--- src/rtl/hbridge_pkg.sv ---
// Shared codes for the H-bridge guard: FSM state encoding, decoded direction
// commands and latched fault reasons.
package hbridge_pkg;

   localparam int unsigned STATE_W = 3;

   localparam logic [STATE_W-1:0] ST_IDLE    = 3'd0;
   localparam logic [STATE_W-1:0] ST_DRV_FWD = 3'd1;
   localparam logic [STATE_W-1:0] ST_DRV_REV = 3'd2;
   localparam logic [STATE_W-1:0] ST_DEAD    = 3'd3;
   localparam logic [STATE_W-1:0] ST_FAULT   = 3'd4;

   typedef enum logic [1:0] {
      CMD_STOP    = 2'd0,
      CMD_FWD     = 2'd1,
      CMD_REV     = 2'd2,
      CMD_ILLEGAL = 2'd3
   } cmd_e;

   typedef enum logic [1:0] {
      FLT_NONE    = 2'd0,
      FLT_ILLEGAL = 2'd1,
      FLT_STUCK   = 2'd2
   } fault_e;

   // {b,a} lines up directly with the cmd_e encoding.
   function automatic cmd_e decode_cmd(input logic dir_a, input logic dir_b);
      return cmd_e'({dir_b, dir_a});
   endfunction

endpackage

--- src/rtl/hbridge_guard_if.sv ---
// Control-side inputs and bridge-side outputs of the H-bridge guard.
// master = motor controller / test driver, slave = the guard itself.
interface hbridge_guard_if;

   logic       dir_a_in;
   logic       dir_b_in;
   logic       pwm_in;
   logic       enable_in;
   logic       fault_clr;
   logic       hb_in1;
   logic       hb_in2;
   logic       hb_en;
   logic [2:0] state_o;
   logic       fault;
   logic [1:0] fault_code;

   modport master (
      output dir_a_in, dir_b_in, pwm_in, enable_in, fault_clr,
      input  hb_in1, hb_in2, hb_en, state_o, fault, fault_code
   );

   modport slave (
      input  dir_a_in, dir_b_in, pwm_in, enable_in, fault_clr,
      output hb_in1, hb_in2, hb_en, state_o, fault, fault_code
   );

endinterface

--- src/rtl/pwm_stuck_watchdog.sv ---
// Counts consecutive high PWM samples while armed; trips on the sample that
// makes the run reach STUCK_CYCLES. Counter saturates instead of wrapping.
module pwm_stuck_watchdog #(
   parameter int unsigned STUCK_CYCLES = 400000
) (
   input  logic PCLK,
   input  logic PRESET,
   input  logic arm,
   input  logic pwm_in,
   output logic trip
);

   localparam int unsigned SW = $clog2(STUCK_CYCLES + 1);
   localparam logic [SW-1:0] LIMIT    = SW'(STUCK_CYCLES);
   localparam logic [SW-1:0] LIMIT_M1 = SW'(STUCK_CYCLES - 1);

   logic [SW-1:0] cnt_q, cnt_d;

   always_comb begin
      cnt_d = cnt_q;
      if (!arm || !pwm_in) begin
         cnt_d = '0;
      end else if (cnt_q != LIMIT) begin
         cnt_d = cnt_q + SW'(1);
      end
   end

   // Combinational so the FSM leaves DRV on the very edge the run completes.
   assign trip = arm && pwm_in && (cnt_q >= LIMIT_M1);

   always_ff @(posedge PCLK or posedge PRESET) begin
      if (PRESET) begin
         cnt_q <= '0;
      end else begin
         cnt_q <= cnt_d;
      end
   end

endmodule

--- src/rtl/hbridge_guard.sv ---
// H-bridge pin driver: dead-time sequencing on stop/reversal, shoot-through
// blocking, illegal-direction and stuck-PWM fault latching.
module hbridge_guard
   import hbridge_pkg::*;
#(
   parameter int unsigned DEAD_CYCLES      = 100000,
   parameter int unsigned PWM_STUCK_CYCLES = 400000
) (
   input  logic           PCLK,
   input  logic           PRESET,
   hbridge_guard_if.slave bus
);

   localparam int unsigned DW = $clog2(DEAD_CYCLES + 1);
   localparam logic [DW-1:0] DEAD_LOAD = DW'(DEAD_CYCLES - 1);

   logic [STATE_W-1:0] state_q, state_d;
   logic [DW-1:0]      dead_cnt_q, dead_cnt_d;
   fault_e             fault_code_q, fault_code_d;
   logic               hb_in1_q, hb_in2_q, hb_en_q, fault_q;

   cmd_e cmd;
   cmd_e own_cmd;
   logic drv_armed;
   logic drv_next;
   logic stuck_trip;

   assign cmd       = decode_cmd(bus.dir_a_in, bus.dir_b_in);
   assign drv_armed = (state_q == ST_DRV_FWD) || (state_q == ST_DRV_REV);
   assign own_cmd   = (state_q == ST_DRV_FWD) ? CMD_FWD : CMD_REV;
   assign drv_next  = (state_d == ST_DRV_FWD) || (state_d == ST_DRV_REV);

   pwm_stuck_watchdog #(
      .STUCK_CYCLES(PWM_STUCK_CYCLES)
   ) u_wdog (
      .PCLK   (PCLK),
      .PRESET (PRESET),
      .arm    (drv_armed),
      .pwm_in (bus.pwm_in),
      .trip   (stuck_trip)
   );

   always_comb begin
      state_d      = state_q;
      dead_cnt_d   = dead_cnt_q;
      fault_code_d = fault_code_q;
      case (state_q)
         ST_IDLE: begin
            if (cmd == CMD_ILLEGAL) begin
               state_d      = ST_FAULT;
               fault_code_d = FLT_ILLEGAL;
            end else if (bus.enable_in && cmd == CMD_FWD) begin
               state_d = ST_DRV_FWD;
            end else if (bus.enable_in && cmd == CMD_REV) begin
               state_d = ST_DRV_REV;
            end
         end
         ST_DRV_FWD, ST_DRV_REV: begin
            // Priority: illegal > stuck > enable drop > direction change.
            if (cmd == CMD_ILLEGAL) begin
               state_d      = ST_FAULT;
               fault_code_d = FLT_ILLEGAL;
            end else if (stuck_trip) begin
               state_d      = ST_FAULT;
               fault_code_d = FLT_STUCK;
            end else if (!bus.enable_in || cmd != own_cmd) begin
               state_d    = ST_DEAD;
               dead_cnt_d = DEAD_LOAD;
            end
         end
         ST_DEAD: begin
            // Commands other than ILLEGAL cannot shorten or restart the coast.
            if (cmd == CMD_ILLEGAL) begin
               state_d      = ST_FAULT;
               fault_code_d = FLT_ILLEGAL;
            end else if (dead_cnt_q == '0) begin
               state_d = ST_IDLE;
            end else begin
               dead_cnt_d = dead_cnt_q - DW'(1);
            end
         end
         ST_FAULT: begin
            if (bus.fault_clr && cmd == CMD_STOP) begin
               state_d      = ST_DEAD;
               dead_cnt_d   = DEAD_LOAD;
               fault_code_d = FLT_NONE;
            end
         end
         default: begin
            state_d      = ST_DEAD;
            dead_cnt_d   = DEAD_LOAD;
            fault_code_d = FLT_NONE;
         end
      endcase
   end

   // Pins are registered from the next state, so each leg goes high only
   // from a state that is exclusive to it and never both at once.
   always_ff @(posedge PCLK or posedge PRESET) begin
      if (PRESET) begin
         state_q      <= ST_DEAD;
         dead_cnt_q   <= DEAD_LOAD;
         fault_code_q <= FLT_NONE;
         hb_in1_q     <= 1'b0;
         hb_in2_q     <= 1'b0;
         hb_en_q      <= 1'b0;
         fault_q      <= 1'b0;
      end else begin
         state_q      <= state_d;
         dead_cnt_q   <= dead_cnt_d;
         fault_code_q <= fault_code_d;
         hb_in1_q     <= (state_d == ST_DRV_FWD);
         hb_in2_q     <= (state_d == ST_DRV_REV);
         hb_en_q      <= drv_next && bus.pwm_in;
         fault_q      <= (state_d == ST_FAULT);
      end
   end

   assign bus.hb_in1     = hb_in1_q;
   assign bus.hb_in2     = hb_in2_q;
   assign bus.hb_en      = hb_en_q;
   assign bus.state_o    = state_q;
   assign bus.fault      = fault_q;
   assign bus.fault_code = fault_code_q;

endmodule

--- src/flat_wrapper.sv ---
// flat-port wrapper written by rule: the top's interface ports become plain ports
module hbridge_guard_flat import hbridge_pkg::*;
#(
   parameter int unsigned DEAD_CYCLES      = 100000,
   parameter int unsigned PWM_STUCK_CYCLES = 400000
)
  (PCLK, PRESET, bus_dir_a_in, bus_dir_b_in, bus_pwm_in, bus_enable_in, bus_fault_clr, bus_hb_in1, bus_hb_in2, bus_hb_en, bus_state_o, bus_fault, bus_fault_code);
  hbridge_guard_if bus_i ();
  input  logic PCLK;
  input  logic PRESET;
  input wire logic [$bits(bus_i.dir_a_in)-1:0] bus_dir_a_in;
  input wire logic [$bits(bus_i.dir_b_in)-1:0] bus_dir_b_in;
  input wire logic [$bits(bus_i.pwm_in)-1:0] bus_pwm_in;
  input wire logic [$bits(bus_i.enable_in)-1:0] bus_enable_in;
  input wire logic [$bits(bus_i.fault_clr)-1:0] bus_fault_clr;
  output wire logic [$bits(bus_i.hb_in1)-1:0] bus_hb_in1;
  output wire logic [$bits(bus_i.hb_in2)-1:0] bus_hb_in2;
  output wire logic [$bits(bus_i.hb_en)-1:0] bus_hb_en;
  output wire logic [$bits(bus_i.state_o)-1:0] bus_state_o;
  output wire logic [$bits(bus_i.fault)-1:0] bus_fault;
  output wire logic [$bits(bus_i.fault_code)-1:0] bus_fault_code;
  assign bus_i.dir_a_in = bus_dir_a_in;
  assign bus_i.dir_b_in = bus_dir_b_in;
  assign bus_i.pwm_in = bus_pwm_in;
  assign bus_i.enable_in = bus_enable_in;
  assign bus_i.fault_clr = bus_fault_clr;
  assign bus_hb_in1 = bus_i.hb_in1;
  assign bus_hb_in2 = bus_i.hb_in2;
  assign bus_hb_en = bus_i.hb_en;
  assign bus_state_o = bus_i.state_o;
  assign bus_fault = bus_i.fault;
  assign bus_fault_code = bus_i.fault_code;
  hbridge_guard #(.DEAD_CYCLES(DEAD_CYCLES), .PWM_STUCK_CYCLES(PWM_STUCK_CYCLES)) u_core (.PCLK(PCLK), .PRESET(PRESET), .bus(bus_i));
endmodule
--- config.mk ---
export PLATFORM = sky130hd
export DESIGN_NAME = hbridge_guard_flat
export DESIGN_NICKNAME = d
export VERILOG_FILES = /design/src/rtl/hbridge_pkg.sv /design/src/rtl/hbridge_guard_if.sv /design/src/rtl/pwm_stuck_watchdog.sv /design/src/rtl/hbridge_guard.sv /design/src/flat_wrapper.sv
export SDC_FILE = /design/constraint.sdc
export NUM_CORES = 1
export LEC_CHECK = 0
export ABC_AREA = 1
export CAP_MARGIN = 20
export CORE_UTILIZATION = 60
export DETAILED_ROUTE_END_ITERATION = 6
export PLACE_DENSITY_LB_ADDON = 0.25
export SYNTH_ARGS = -nofsm -noshare
export SYNTH_HDL_FRONTEND = slang
export SYNTH_HIERARCHICAL = 1
export SYNTH_SLANG_ARGS = --single-unit
--- constraint.sdc ---
create_clock -name PCLK -period 2.65 [get_ports PCLK]
set_input_delay 0.53 -clock PCLK [delete_from_list [all_inputs] [get_ports PCLK]]
set_output_delay 0.53 -clock PCLK [all_outputs]
set_load 0.05 [all_outputs]
# Word level (Yosys, flattened, before mapping)
# Index checks and enable logic that the tools add are counted.
classes:
  addsub: 2
  n_lt_le_gt_ge: 1
  n_eq_ne: 20
  mux: 25
  bitwise: 1
  reduce_logical: 21
ops:
  columns: ["op", "count"]
  rows:
  - ["17-bit two-way mux", 6]
  - ["17-bit one-hot mux with 4 select lines", 1]
  - ["19-bit two-way mux", 2]
  - ["3-bit two-way mux", 9]
  - ["19-bit by 1-bit adder with 19-bit output (second input constant)", 1]
  - ["19-bit >= comparator (second input constant)", 1]
  - ["19-bit inequality test (second input constant)", 1]
  - ["17-bit logical NOT", 1]
  - ["17-bit by 1-bit subtractor with 17-bit output (second input constant)", 1]
  - ["3-bit one-hot mux with 4 select lines", 1]
  - ["2-bit two-way mux", 5]
  - ["3-bit by 2-bit equality test with 1-bit output (second input constant)", 3]
  - ["2-bit inequality test (second input constant)", 4]
  - ["7-bit AND reduction", 1]
  - ["3-bit by 1-bit equality test with 1-bit output (second input constant)", 2]
  - ["3-bit equality test (second input constant)", 2]
  - ["1-bit logical AND", 6]
  - ["2-bit by 1-bit inequality test with 1-bit output (second input constant)", 3]
  - ["2-bit one-hot mux with 3 select lines", 1]
  - ["2-bit equality test (second input constant)", 2]
  - ["1-bit logical OR", 4]
  - ["2-bit OR reduction", 2]
  - ["1-bit logical NOT", 3]
  - ["3-bit logical NOT", 1]
  - ["other kinds (7)", 7]
word_totals:
  ff_bits: 45
  in_bits: 7
  output_inout_bits: 9
  elab_cells: 78

# Logic depth before layout (Yosys ltp)
# Gate-level depths: netlist of run 1.
depth:
  word_depth: 11
  depth_mapped: 16

# Cells and area by module
# Netlist of run 1, hierarchy kept.
modules_own_cells:
  columns: ["module", "n_inst", "cells_each", "area_per_inst_um2", "seq_area_each_um2"]
  rows:
  - ["hbridge_guard", 1, 229, 1691.6, 665.6]
  - ["pwm_stuck_watchdog", 1, 186, 1288.7, 475.5]

# Worst setup path before layout of run 1
# Ideal clock, no wire load.
synth_path:
  kind: "register to register"
  start: "register u_core.state_q[0], in the netlist u_core/bus.state_o[0]"
  end: "register u_core.dead_cnt_q[12]"
  t_arrival_ns: 2.239
  required_time_ns: 2.533
  slack_ns: 0.294
  stages_incl_launch_ff: 16
  n_path_buf: 2
  period_less_slack_ns: 2.356
  cell_sequence: "dfstp_2 > nand2_1 > nand2_2 > nor2_4 > nand2_1 > inv_1 > clkbuf_8 > nand2_1 > inv_1 > o21ai_2 > o21ai_2 > nor3_4 > nand3_4 > buf_6 > nand2_1 > nand2_1"
synth_between:
  elab_chain_cells: 6
  elab_cells_between_ends: 21
  cone_classes: "11 x eq/ne; 2 x mux; 1 x bitwise; 7 x reduce/logical"
synth_lines:
  columns: ["element", "line_no", "rtl"]
  rows:
  - ["start: declaration", "hbridge_guard.sv:17", "logic [STATE_W-1:0] state_q, state_d;"]
  - ["start signal: assignment", "hbridge_guard.sv:109", "state_q <= state_d;"]
  - ["3-bit by 1-bit equality test with 1-bit output / 3-bit by 2-bit equality test with 1-bit output (equally long branches)", "hbridge_guard.sv:29", "assign drv_armed = (state_q == ST_DRV_FWD) || (state_q == ST_DRV_REV);"]
  - ["1-bit logical OR (*)", "hbridge_guard.sv:29", null]
  - ["named net u_core.drv_armed", "hbridge_guard.sv:24", "logic drv_armed;"]
  - ["1-bit logical AND (*) (2 in a row)", "pwm_stuck_watchdog.sv:29", "assign trip = arm && pwm_in && (cnt_q >= LIMIT_M1);"]
  - ["named net u_core.stuck_trip", "hbridge_guard.sv:26", "logic stuck_trip;"]
  - ["2-bit inequality test (no line) (*)", null, null]
  - ["7-bit AND reduction (no line) (*)", null, null]
  - ["end signal: assignment", "hbridge_guard.sv:110", "dead_cnt_q <= dead_cnt_d;"]
  - ["end: declaration", "hbridge_guard.sv:18", "logic [DW-1:0] dead_cnt_q, dead_cnt_d;"]
# Mark *: on every way through the listed nets, which the timed path passes. The rest lies on a longest branch.
# A chain may end at the register's enable or synchronous reset.

# Worst setup path after layout of run 1
layout_path:
  start: "register u_core.state_q[0], in the netlist u_core/bus.state_o[0]"
  end: "output bus_state_o[0]"
layout_lines:
  columns: ["element", "line_no", "rtl"]
  rows:
  - ["end: declaration", "flat_wrapper.sv:19", "output wire logic [$bits(bus_i.state_o)-1:0] bus_state_o;"]
# No word-level cell between the ends.

==> results.py, run 1 <==
metrics = {
    "clock_tree": {
        "clkTransAtPathRegs_ps": 80,
        "ctsResizeCount": 0,
        "clk_latency_ps": 290,
        "cts_made_buffers": 5,
        "clockBufferDepth": 2,
        "post_cts_buffers": 0,
        "postCtsHoldBufs": 0,
        "clock_sinks": 45,
        "tritoncts": "yes",
        "clockRootBuffer": "clkbuf_8",
        "cts-htree-levels": 2,
    },
    "setup_path": {
        "crit_path_max_incr_delay_ps": 820,
        "critPathKind": "flip-flop to output pin",
        "worstPathRequired_ps": 2120,
        "worstPathMaxFanout": 6,
        "r2r_slack_ps": 430,
        "worstSetupEndpointType": "output pin",
        "slowest_stage": "clkdlybuf4s50_1",
        "setup.worst_path.start_class": "flip-flop",
        "arrival_ps": 1720,
        "crit_family": "buffers and inverters",
        "cp_cell_sequence": "clkdlybuf4s50_1",
        "path_buf_inv": 1,
    },
    "sta": {
        "period_share_pct": 84.9,
        "rsz0062_at_grt": "no",
        "hold_violations": 0,
        "tns_ps": 0,
        "finalSetupViolations": 0,
        "relSlewSlack_pct": 51.4,
        "drv_slew": 0,
        "clock.fmax_mhz": 444,
        "fin_skew_ps": 7.56,
        "period_needed_ps": 2250,
        "worst_pin_slew_ps": 728,
    },
    "global_route": {
        "grt_max_degree": 27,
        "grt_overflow_total": 0,
        "antenna_found_initial": 0,
        "grt_pass1_vias": 2396,
        "globalRouteTotalUtil_pct": 25.2,
        "grt_pass1_wl_mm": 10.4,
    },
    "power": {
        "power.density_mw_per_mm2": 916,
        "pwr-share-seq_pct": 34.4,
        "vdd_drop_max_uv": 819,
        "p_sw_uw": 1330,
        "p_int_uw": 1690,
        "switching_share_pct": 44.1,
        "p_clk_share_pct": 17.7,
        "power.leakage_uw": 0.00157,
        "combPwrFrac_pct": 48.0,
        "finalPower_uw": 3030,
    },
    "detailed_routing": {
        "drt-total-wl_mm": 6.03,
        "routed_via_density": 5.13,
        "drt_first_pass_iters": 4,
        "antenna_left": 0,
        "drt_iter0_drc": 207,
        "via_count": 2581,
        "drt-wirelength-per-cell_um": 12.0,
        "post-route-drc-count": 0,
    },
    "die": {
        "start_util_pct": 62.7,
        "die_h_um": 72.5,
        "coreArea_mm2": 0.00475,
        "io_pins": 16,
        "die_x_um": 72.5,
        "dieArea_mm2": 0.00525,
        "num_rows": 25,
    },
    "placed_design": {
        "gp_congestion": 0.940,
        "place_hpwl_mm": 4.37,
        "io_buffer_count": 15,
    },
    "final_layout": {
        "area_growth_pct": 10.9,
        "fin_nets": 446,
        "seq_area_mm2": 0.00114,
        "antenna_cells": 0,
        "drive_gt1_share_pct": 14.9,
        "n_fill_cell": 396,
        "multi_input_area_mm2": 0.00159,
    },
    "yosys": {
        "postSynthCellCount": 415,
        "ys_types": 30,
        "ys_warn_count": 6,
        "synth_nets": 426,
        "synth_largest_area_cell": "dfrtp_1",
        "synth_area_mm2": 0.00298,
        "ys_ff_latch": 45,
        "synth-seq-area-share_pct": 38.3,
        "yosysTopAreaCellShare_pct": 27.7,
        "avgSynthCellArea_um2": 7.18,
        "synthTopCellsByArea": "dfrtp_1 (28%), nand2_1 (13%), dfstp_2 (11%)",
    },
    "run": {
        "cap_viol_max_count": 0,
    },
    "hold_path": {
        "hp-class": "flip-flop to flip-flop",
    },
    "status": {
        "status": "finished, final reports clean",
    },
}
==> cell type report <==
cell class | instances | share of cell area, %
Clock buffer | 7 | 2.61
Clock inverter | 1 | 0.908
Inverter | 52 | 5.90
Multi-Input combinational cell | 312 | 48.1
Sequential cell | 45 | 34.5
Tap cell | 67 | 2.54
Timing Repair Buffer | 19 | 5.45
==> power by group through the flow <==
stage / Combinational (uW) / Clock, uW / Sequential (uW)
after floorplan: 988 / 0 / 1220
after global placement: 1420 / 0 / 1040
after detailed placement: 1460 / 0 / 1050
after CTS: 1460 / 549 / 1040
after global routing: 1620 / 570 / 1060
final: 1450 / 535 / 1040
==> metal layers <==
layer | track usage [%] | up-vias | routed length (um)
met1 | 34.1 | 1169 | 2900
met3 | 4.72 | 11 | 223
met4 | 11.3 | 0 | 90
li1 | - | 1342 | -
met2 | 39.4 | 59 | 2810
met5 | 0 | - | 0
==> sequential cells by signal, indices dropped and copies added (netlist names) <==
| register | flops |
|---|---|
| u_core/bus.fault | 1 |
| u_core/bus.fault_code | 2 |
| u_core/bus.hb_en | 1 |
| u_core/bus.hb_in1 | 1 |
| u_core/bus.hb_in2 | 1 |
| u_core/bus.state_o | 3 |
| u_core/dead_cnt_q | 17 |
| u_core/u_wdog/cnt_q | 19 |
==> synth_stat cells (all sizes together) <==
cell type / n
o21ai: 27
nand2: 112
inv: 52
a31oi: 1
nor3: 13
nand3: 29
xor2: 9
nand3b: 2
buf: 3
nor2: 90
xnor2: 7
dfrtp: 33
nand4: 6
a21oi: 12
dfstp: 12
ha: 4
clkbuf: 3
==> path summary, 6_finish.rpt <==
path,depth (start not counted),endpoint,start
min in group asynchronous,3,u_core/bus.fault_code[1],PRESET
max,1,bus_state_o[0],u_core/bus.state_o[0]
max in group asynchronous,2,u_core/u_wdog/cnt_q[6],PRESET
min,2,u_core/dead_cnt_q[0],u_core/dead_cnt_q[0]
min reg2reg,2,u_core/dead_cnt_q[0],u_core/dead_cnt_q[0]
max reg2reg,14,u_core/dead_cnt_q[6],u_core/bus.state_o[0]
==> logic make-up (layout without fill, tap and decap cells) <==
logic type,Yosys count,in the layout,synth area share [%]
AO/OA/AOI/OAI,40,40,8.40
XOR/XNOR,16,16,4.70
adder cells (fa/ha/maj),4,4,1.68
buffers and inverters,58,79,8.40
flip-flops,45,45,38.3
AND/OR/NAND/NOR,252,252,38.5
==> placed cells by master, fill, tap and decap left out, types with 2 or more instances in the layout <==
cell type	Yosys	routed
nand3b_1	2	2
clkbuf_8	1	6
nor2_2	2	2
o21ai_2	12	12
nand3_1	25	25
buf_4	0	4
nor2_4	5	5
a21oi_1	11	11
nand3_2	3	3
nor2_1	82	82
nand2_1	104	104
clkdlybuf4s50_1	0	15
nand2_4	2	2
dfstp_2	12	12
nor3_1	12	12
o21ai_0	11	11
ha_1	4	4
o21ai_1	4	4
xor2_1	9	9
xnor2_1	7	7
nand2_2	6	6
nand4_1	6	6
inv_2	8	8
dfrtp_1	33	33
inv_1	44	44
==> stage by stage <==
stage	worst slack, ps	cell area (um2)	utilization [%]	hold slack [ps]	std cells
4_1_cts	389	3310	69.5	491	503
6_report	400	3310	69.5	486	503
3_5_place_dp	277	3190	67.1	478	495
5_1_grt	162	3310	69.5	506	503
2_1_floorplan	294	2980	-	461	415
3_3_place_gp	343	3190	67.1	469	495
(Power assumes the default switching activity.)
==> run 2: changes to the inputs <==
--- a/config.mk
+++ b/config.mk
@@ -7,7 +7,7 @@
 export LEC_CHECK = 0
 export ABC_AREA = 1
 export CAP_MARGIN = 20
-export CORE_UTILIZATION = 60
+export CORE_UTILIZATION = 54
 export DETAILED_ROUTE_END_ITERATION = 6
 export PLACE_DENSITY_LB_ADDON = 0.25
 export SYNTH_ARGS = -nofsm -noshare
==> constraint.sdc (replaced) <==
create_clock -name PCLK -period 1.9 [get_ports PCLK]
set_input_delay 0.38 -clock PCLK [delete_from_list [all_inputs] [get_ports PCLK]]
set_output_delay 0.38 -clock PCLK [all_outputs]
set_load 0.05 [all_outputs]
==> run 2 against run 1 <==
Worst setup slack worse by 510 ps. Final cell count grew 7.4%. Via count is 7.0% higher. Sequential power increased by 41%. Design area grew 12%. Critical endpoint is now u_core/dead_cnt_q[8]. The flow now finishes with violations (setup timing). Non-clock buffer count grew 34. First-iteration DRC count decreased by 26%. Register-to-register slack lost 540 ps.
==> results.py, run 2 (synthesis gave the netlist of run 1 again) <==
metrics = {
    "run": {
        "cap_viol_max_count": 0,
    },
    "power": {
        "vdd_drop_max_uv": 1220,
        "power.leakage_uw": 0.00180,
        "p_sw_uw": 2090,
        "switching_share_pct": 43.6,
        "pwr-share-seq_pct": 30.8,
        "p_int_uw": 2700,
        "combPwrFrac_pct": 54.0,
        "p_clk_share_pct": 15.2,
        "power.density_mw_per_mm2": 1290,
    },
    "die": {
        "io_pins": 16,
        "die_h_um": 76.3,
        "start_util_pct": 57.3,
        "coreArea_mm2": 0.00520,
        "dieArea_mm2": 0.00582,
        "num_rows": 26,
        "die_x_um": 76.3,
    },
    "final_layout": {
        "area_growth_pct": 24.3,
        "final_common_cell": "nand2_1",
        "final_area_mm2": 0.00370,
        "antenna_cells": 0,
        "layout_common_cells": "nand2_1 (87), nor2_1 (80), inv_1 (41)",
        "n_fill_cell": 429,
        "largest_register_ffs": 19,
        "multi_input_area_mm2": 0.00168,
        "drive_gt1_share_pct": 27.4,
        "fin_nets": 480,
        "seq_area_mm2": 0.00114,
        "regMostFlops": "u_core/u_wdog/cnt_q",
    },
    "setup_path": {
        "setup.worst_path.start_class": "flip-flop",
        "worstPathMaxFanout": 15,
        "cp-startpoint": "u_core/u_wdog/cnt_q[0]",
        "r2r_start": "u_core/u_wdog/cnt_q[0]",
        "arrival_ps": 2210,
        "worstSetupEndpointType": "flip-flop",
        "worstPathRequired_ps": 2100,
        "critPathKind": "flip-flop to flip-flop",
        "r2r_cells": 16,
        "r2r_slack_ps": -110,
        "endpoint": "u_core/dead_cnt_q[8]",
        "regToRegEndpoint": "u_core/dead_cnt_q[8]",
    },
    "status": {
        "violations": "setup timing",
        "status": "complete, but fails checks",
    },
    "detailed_routing": {
        "antenna_left": 0,
        "drt_iter0_drc": 154,
        "via_count": 2761,
        "drt_first_pass_iters": 4,
        "routed_via_density": 5.11,
        "drt-wirelength-per-cell_um": 12.3,
        "post-route-drc-count": 0,
        "drt-total-wl_mm": 6.62,
    },
    "global_route": {
        "antenna_found_initial": 0,
        "grt_overflow_total": 0,
        "grt_max_degree": 27,
        "grt_pass1_wl_mm": 11.4,
        "globalRouteTotalUtil_pct": 24.4,
        "grt_pass1_vias": 2564,
    },
    "placed_design": {
        "placed_area_mm2": 0.00348,
        "place_hpwl_mm": 4.81,
        "io_buffer_count": 15,
        "post-place-ws_ps": -111,
        "gp_congestion": 0.950,
    },
    "clock_tree": {
        "clkTransAtPathRegs_ps": 80,
        "clk_latency_ps": 300,
        "clockRootBuffer": "clkbuf_8",
        "cts_made_buffers": 5,
        "clockBufferDepth": 2,
        "clock_sinks": 45,
        "cts-htree-levels": 2,
        "tritoncts": "yes",
        "postCtsHoldBufs": 0,
    },
    "sta": {
        "period_needed_ps": 2010,
        "fin_skew_ps": 7.01,
        "period_share_pct": 106,
        "timing.final.ws_setup_ps": -114,
        "worst_pin_slew_ps": 511,
        "timing.hold.ws_ps": 424,
        "clock.fmax_mhz": 497,
        "relSlewSlack_pct": 65.8,
        "finalSetupViolations": 17,
        "drv_slew": 0,
        "hold_violations": 0,
        "rsz0062_at_grt": "yes",
    },
    "hold_path": {
        "hp-class": "input port to asynchronous set/reset pin",
    },
}
run 2: cell count changes in the layout (fill, tap and decap cells not counted), sizes merged:
cell,change
dlymetal6s2s,+1
clkdlybuf4s50,-5
buf,+37
clkinv,+1
run 2: per-stage QoR:
step / utilization, % / setup TNS, ps / power [uW] / instances
finish: 71.2 / -1550 / 4780 / 540
global route: 71.2 / -4180 / 5110 / 540
CTS: 69.2 / -945 / 4580 / 539
detailed placement: 66.9 / -1480 / 3820 / 530
global placement: 66.9 / -518 / 3740 / 530
floorplan: - / -6190 / 3140 / 415
run 2: repair_timing:
item | CTS | global route
cloned | 0 | 1
setup endpoints to repair | 17 | 22
pin swaps | 0 | 6
setup buffers | 1 | 0
gates resized for setup | 2 | 24
run 2: power by group through the flow:
stage / Sequential, uW / Combinational [uW] / Clock, uW
6_report: 1470 / 2580 / 729
5_1_grt: 1500 / 2830 / 785
4_1_cts: 1450 / 2370 / 758
3_5_place_dp: 1460 / 2350 / 0
3_3_place_gp: 1460 / 2280 / 0
2_1_floorplan: 1720 / 1430 / 0
run 2: worst min-delay path by stage:
stage                                   end  slack [ps]  depth (start not counted)                 start
detailed placement     u_core/dead_cnt_q[0]         470                          2  u_core/dead_cnt_q[0]
finish              u_core/u_wdog/cnt_q[10]         420                          3                PRESET
global route        u_core/u_wdog/cnt_q[11]         490                          3                PRESET
CTS                 u_core/u_wdog/cnt_q[10]         420                          3                PRESET
floorplan            u_core/u_wdog/cnt_q[0]         330                          1                PRESET
global placement       u_core/dead_cnt_q[0]         460                          2  u_core/dead_cnt_q[0]
run 2: layer usage:
layer,share of wire (%),GRT usage (%)
met3,4.3,4.55
met4,1.4,7.31
met2,47,39.6
met1,47,33.1
met5,0,0
run 2: critical path, cell delays in order, from the launching register on:
cell and delay (ps):
dfrtp_1 390, ha_2 200, nand2_2 80, inv_2 40, nand2_2 70, nor2_4 50
nand3_2 80, nand3_2 70, nand2_2 60, inv_2 40, o21ai_2 130, o21ai_2 90
nor3_4 150, nand3_4 160, buf_12 190, nand2_1 60, nand2_1 50
run 2: area by class of cell:
class	instances	area share (%)
repair buffers	53	13.0
multi-input cells	312	45.4
flip-flops and latches	45	30.9
well taps	70	2.36
clock inverters	2	1.05
clock buffers	6	1.96
inverters	52	5.34
